### src/rtl/counter_pkg.sv
// Shared encodings for the modulo up/down/bounce counter family.
package counter_pkg;

    localparam logic [1:0] MODE_UP     = 2'b00;
    localparam logic [1:0] MODE_DOWN   = 2'b01;
    localparam logic [1:0] MODE_HOLD   = 2'b10;
    localparam logic [1:0] MODE_BOUNCE = 2'b11;

    localparam logic DIR_UP   = 1'b0;
    localparam logic DIR_DOWN = 1'b1;

endpackage

### src/rtl/mod_next_state.sv
// Combinational step function of the modulo counter: next count, next direction
// and the end-of-range flag used for terminal count.
module mod_next_state
    import counter_pkg::*;
#(
    parameter int unsigned WIDTH = 4,
    parameter int unsigned MOD   = 10
) (
    input  logic [WIDTH-1:0] q,
    input  logic             dir,
    input  logic [1:0]       mode,
    output logic [WIDTH-1:0] q_next,
    output logic             dir_next,
    output logic             end_flag
);

    localparam logic [WIDTH-1:0] MAX_Q = WIDTH'(MOD - 1);

    always_comb begin
        q_next   = q;
        dir_next = dir;
        end_flag = 1'b0;
        case (mode)
            MODE_UP: begin
                dir_next = DIR_UP;
                if (q == MAX_Q) begin
                    q_next   = '0;
                    end_flag = 1'b1;
                end else begin
                    q_next = q + WIDTH'(1);
                end
            end
            MODE_DOWN: begin
                dir_next = DIR_DOWN;
                if (q == '0) begin
                    q_next   = MAX_Q;
                    end_flag = 1'b1;
                end else begin
                    q_next = q - WIDTH'(1);
                end
            end
            MODE_BOUNCE: begin
                // Turnaround steps away from the endpoint so it is never repeated.
                if (dir == DIR_UP) begin
                    if (q == MAX_Q) begin
                        q_next   = q - WIDTH'(1);
                        dir_next = DIR_DOWN;
                        end_flag = 1'b1;
                    end else begin
                        q_next = q + WIDTH'(1);
                    end
                end else begin
                    if (q == '0) begin
                        q_next   = q + WIDTH'(1);
                        dir_next = DIR_UP;
                        end_flag = 1'b1;
                    end else begin
                        q_next = q - WIDTH'(1);
                    end
                end
            end
            default: ;
        endcase
    end

endmodule

### src/rtl/mod_updown_counter.sv
// WIDTH-bit modulo-MOD counter with parallel load, up/down/hold/bounce modes,
// cascadable terminal count and a sticky illegal-load flag.
module mod_updown_counter
    import counter_pkg::*;
#(
    parameter int unsigned WIDTH = 4,
    parameter int unsigned MOD   = 10
) (
    input  logic             CLOCK_50,
    input  logic             RESET,
    input  logic             EN,
    input  logic             LOAD,
    input  logic [WIDTH-1:0] D,
    input  logic [1:0]       MODE,
    output logic [WIDTH-1:0] Q,
    output logic             DIR,
    output logic             TC,
    output logic             LOAD_ERR
);

    localparam logic [WIDTH-1:0] MAX_Q   = WIDTH'(MOD - 1);
    localparam logic [WIDTH:0]   MOD_EXT = (WIDTH + 1)'(MOD);

    logic [WIDTH-1:0] q_next;
    logic             dir_next;
    logic             end_flag;
    logic             d_legal;

    mod_next_state #(
        .WIDTH (WIDTH),
        .MOD   (MOD)
    ) u_next (
        .q        (Q),
        .dir      (DIR),
        .mode     (MODE),
        .q_next   (q_next),
        .dir_next (dir_next),
        .end_flag (end_flag)
    );

    // Extra bit keeps the compare valid when MOD == 2**WIDTH.
    assign d_legal = {1'b0, D} < MOD_EXT;

    assign TC = EN & ~LOAD & ~RESET & end_flag;

    always_ff @(posedge CLOCK_50) begin
        if (RESET) begin
            Q        <= '0;
            DIR      <= DIR_UP;
            LOAD_ERR <= 1'b0;
        end else if (LOAD) begin
            if (d_legal) begin
                Q        <= D;
                LOAD_ERR <= 1'b0;
            end else begin
                Q        <= MAX_Q;
                LOAD_ERR <= 1'b1;
                if (MODE == MODE_BOUNCE) begin
                    DIR <= DIR_DOWN;
                end
            end
        end else if (EN) begin
            Q   <= q_next;
            DIR <= dir_next;
        end
    end

endmodule

### config.mk
export PLATFORM = sky130hd
export DESIGN_NAME = mod_updown_counter
export DESIGN_NICKNAME = d
export VERILOG_FILES = /design/src/rtl/counter_pkg.sv /design/src/rtl/mod_next_state.sv /design/src/rtl/mod_updown_counter.sv
export SDC_FILE = /design/constraint.sdc
export NUM_CORES = 1
export LEC_CHECK = 0
export CORE_MARGIN = 4
export CORE_UTILIZATION = 50
export CTS_BUF_LIST = sky130_fd_sc_hd__clkbuf_4 sky130_fd_sc_hd__clkbuf_8
export CTS_CLUSTER_DIAMETER = 120
export DETAILED_ROUTE_END_ITERATION = 8
export PLACE_DENSITY = 0.78
export SLEW_MARGIN = 10
export SYNTH_ARGS = -nofsm -noshare
export SYNTH_HDL_FRONTEND = slang
export SYNTH_SLANG_ARGS = --single-unit
### constraint.sdc
create_clock -name CLOCK_50 -period 2.4 [get_ports CLOCK_50]
set_input_delay 0.36 -clock CLOCK_50 [delete_from_list [all_inputs] [get_ports CLOCK_50]]
set_output_delay 0.36 -clock CLOCK_50 [all_outputs]
set_load 0.02 [all_outputs]
==> results of run 1 <==
[worst max-delay path, delay by kind of cell, from the launching register on]
family	cells	cell delay, ns
buf+inv	3	0.47
simple gates	3	0.42
flops	1	0.30
fa+ha+maj	1	0.21
compound gates	2	0.17
[placed cells by master (no fill, tap or decap), types with 2 or more instances in the layout]
master / n
sky130_fd_sc_hd__a211oi_1: 3
sky130_fd_sc_hd__a21oi_1: 11
sky130_fd_sc_hd__buf_4: 12
sky130_fd_sc_hd__clkbuf_4: 3
sky130_fd_sc_hd__clkdlybuf4s50_1: 15
sky130_fd_sc_hd__dfxtp_1: 6
sky130_fd_sc_hd__ha_1: 4
sky130_fd_sc_hd__inv_1: 3
sky130_fd_sc_hd__nand2_1: 9
sky130_fd_sc_hd__nand2b_1: 5
sky130_fd_sc_hd__nand3b_1: 4
sky130_fd_sc_hd__nor2_1: 5
sky130_fd_sc_hd__nor2b_1: 4
sky130_fd_sc_hd__nor3_1: 2
sky130_fd_sc_hd__nor3b_1: 2
sky130_fd_sc_hd__o21ai_0: 12
[stage by stage]
| step | util [%] | cell area (µm²) | hold WS [ns] | setup slack [ns] |
|---|---|---|---|---|
| 2_1_floorplan | - | 674 | 0.548 | 0.209 |
| 3_3_place_gp | 76.7 | 910 | 0.459 | 0.0649 |
| 3_5_place_dp | 76.7 | 910 | 0.473 | 0.0259 |
| 4_1_cts | 78.5 | 931 | 0.482 | 0.0585 |
| 5_1_grt | 78.2 | 927 | 0.496 | 0.0432 |
| 6_report | 78.2 | 927 | 0.476 | 0.220 |
[where the power goes]
group	total (W)	internal (W)	switching [W]	leakage (nW)
registers	0.000118	0.000108	0.00000921	0.0497
logic	0.000184	0.0000914	0.0000923	0.297
clock network	0.0000927	0.0000565	0.0000362	0.0138
total	0.000394	0.000256	0.000138	0.361
[state kept, by name (all words and copies together) (netlist names)]
register,flops
LOAD_ERR,1
Q,4
DIR,1
[final timing paths]
path | slack (ns) | endpoint | start
min reg2reg | 0.48 | LOAD_ERR$_SDFFE_PP0P_ | LOAD_ERR$_SDFFE_PP0P_
min | 0.48 | LOAD_ERR$_SDFFE_PP0P_ | LOAD_ERR$_SDFFE_PP0P_
max | 0.22 | TC | Q[0]$_SDFFE_PP0P_
max reg2reg | 0.38 | Q[3]$_SDFFE_PP0P_ | Q[0]$_SDFFE_PP0P_
[area by class of cell]
| cell class | count | area (µm²) | share of cell area, % |
|---|---|---|---|
| inverters | 3 | 11.3 | 1.21 |
| clock buffers | 3 | 22.5 | 2.43 |
| flip-flops and latches | 6 | 120 | 13.0 |
| repair buffers | 28 | 245 | 26.5 |
| well taps | 14 | 17.5 | 1.89 |
| multi-input cells | 76 | 510 | 55.1 |
[layer usage]
metal,part of all wire (%),vias up,routed length [µm],track usage [%]
li1,-,382,-,-
met1,41,340,695,26.3
met2,49,35,837,30.4
met3,7.7,6,131,2.79
met4,2.1,0,36,12.7
met5,0,-,0,0
[cell families after synthesis]
logic type	after synthesis	synth area share (%)
mux	1	1.48
compound gates	34	35.6
fa+ha+maj	4	7.42
xor+xnor	1	1.30
simple gates	36	29.9
flops	6	17.8
buf+inv	9	6.49
==> implementation parameters, run 1 <==
Parameter                              Value

CTS
  Maximum number of buffers from clock root to sink ... 2
  Count of hold-fix buffers inserted at cts ... 0
  # clock sinks ... 6
  Cell chosen for the clock root ... sky130_fd_sc_hd__clkbuf_4
  CTS tree ... built
  Clk slew on worst S/H paths ... 0.05 ns
  Buffer count from post-CTS setup fixing ... 0
  Number of levels the H-tree was split into ... 1
  Gates resized, CTS repair ... 1
  Cts bufs inserted ... 3
  Insertion delay to the later sink of the worst-skew pair ... 0.25 ns

Power and ir drop
  Static power due to leakage ... 0.361 nW
  Maximum ir drop on the vdd rail ... 0.000389 V
  Total chip power ... 0.000394 W
  PwrDens ... 425 nW/µm²

Critical path
  Cell with the most instances on the worst path ... sky130_fd_sc_hd__nor3b_1
  Data required time at the worst endpoint ... 2.04 ns
  Number of cells traversed by the worst register-to-register path ... 7
  Arrival time at the worst endpoint ... 1.82 ns
  CP endpoint kind ... primary output
  Critical Path, Cell by Cell ... inv_1 > ha_1 > nor3b_1 > buf_4 > nand2_1 > o21ai_0 > a2bb2oi_1 > nor3b_1 > clkbuf_2
  Kind of critical path ... reg -> out
  Library cell contributing the largest single delay on the critical path ... sky130_fd_sc_hd__dfxtp_1
  Critical Path Fanout Max ... 4
  Critical Path Source Type ... register
  Largest stage delay on the critical path ... 0.30 ns

Worst hold path
  Cell depth of the worst min-delay path ... 2
  Path type of the worst min-delay path ... reg -> reg

Placement
  Routability congestion estimate from global placement ... 0.887
  Placed instance count ... 127
  IO Port Bufs ... 16
  Sum of net half-perimeters after detailed placement ... 1390 µm

Timing
  Min Clock Period, post-route ... 2.18 ns
  Final setup violating endpoints ... 0
  Worst-Margin Slew ... 0.472 ns
  Sum Neg Setup Slack ... 0 ns
  Max Freq ... 459 MHz
  Setup clock skew after layout ... 0.00958 ns
  Setup repair after global routing missed its margin ... false
  Max-slew headroom at the worst pin ... 68.2%
  Final Cycle Share ... 90.8%
  Final hold violation count ... 0
  Max-slew violation count ... 0

Finish
  Final nets ... 132
  Area growth from synthesis to layout ... 37.5%
  ANT cells ... 0
  Layout Cells excl Fill ... 130
  Number of filler cells placed in the layout ... 86
  Ratio of cells with drive above 1 in the final layout ... 18.1%

Detailed routing
  Routed wire length ... 1700 µm
  Drt wl/cell ... 13.1 µm
  DRC errors left ... 0
  Via count ... 763
  DRT iter0 DRCs ... 23
  Via density per instance ... 5.87
  Number of antenna-violating nets in the routed design ... 0
  First-pass detailed-route iteration total ... 4

Die
  Floorplan die width ... 44.7 µm
  Initial core utilization ... 56.9%
  Die Span Y ... 44.7 µm
  Area of the core region ... 1190 µm²
  Die Outline Area ... 2000 µm²
  Site row count ... 12
  I/O pins ... 17

Synth
  Synth top area share ... 17.8%
  Post-synth ARST share ... 0%
  Flip-flop and latch count after synthesis ... 6
  Number of distinct library cells after synthesis ... 32
  Post-Synthesis Mean Instance Area ... 7.41 µm²
  Library cell with the largest summed area after synthesis ... sky130_fd_sc_hd__dfxtp_1
  Cell types occupying the most area after synthesis ... sky130_fd_sc_hd__dfxtp_1 18%, sky130_fd_sc_hd__o21ai_0 8.9%, sky130_fd_sc_hd__a21oi_1 8.2%
  Number of nets in the synthesized netlist ... 105
  Cells after Synth ... 91
  Dominant cell by count in the synthesized netlist ... sky130_fd_sc_hd__o21ai_0
  Most used flip-flop cell after synthesis ... sky130_fd_sc_hd__dfxtp_1
  Number of flops mapped to enable cells by yosys ... 0
  Share of the yosys chip area belonging to registers ... 17.8%
  Synth Warn # ... 0
  Most numerous cell types in the synthesized netlist ... 12 x sky130_fd_sc_hd__o21ai_0, 11 x sky130_fd_sc_hd__a21oi_1, 9 x sky130_fd_sc_hd__nand2_1
  Netlist Area Pre-Place ... 674 µm²

Status
  Result of the run ... completed

GRT
  First-pass GRT wire length ... 3020 µm
  Via count of the first global-routing pass ... 719
  Initial antenna violation count ... 0
  Total routing resource utilization after global routing ... 20.0%
  Largest net degree at the start of global routing ... 12
  Total grt overflow ... 0

Run
  # Max-Cap Violations ... 0
(Power assumes the default switching activity.)
==> run 2, diff against run 1 <==
- ABC_AREA: default -> 0
- GPL_ROUTABILITY_DRIVEN: default -> 0
==> results of run 2 <==
The final DEF is identical to that of run 1; final timing and power are the same.
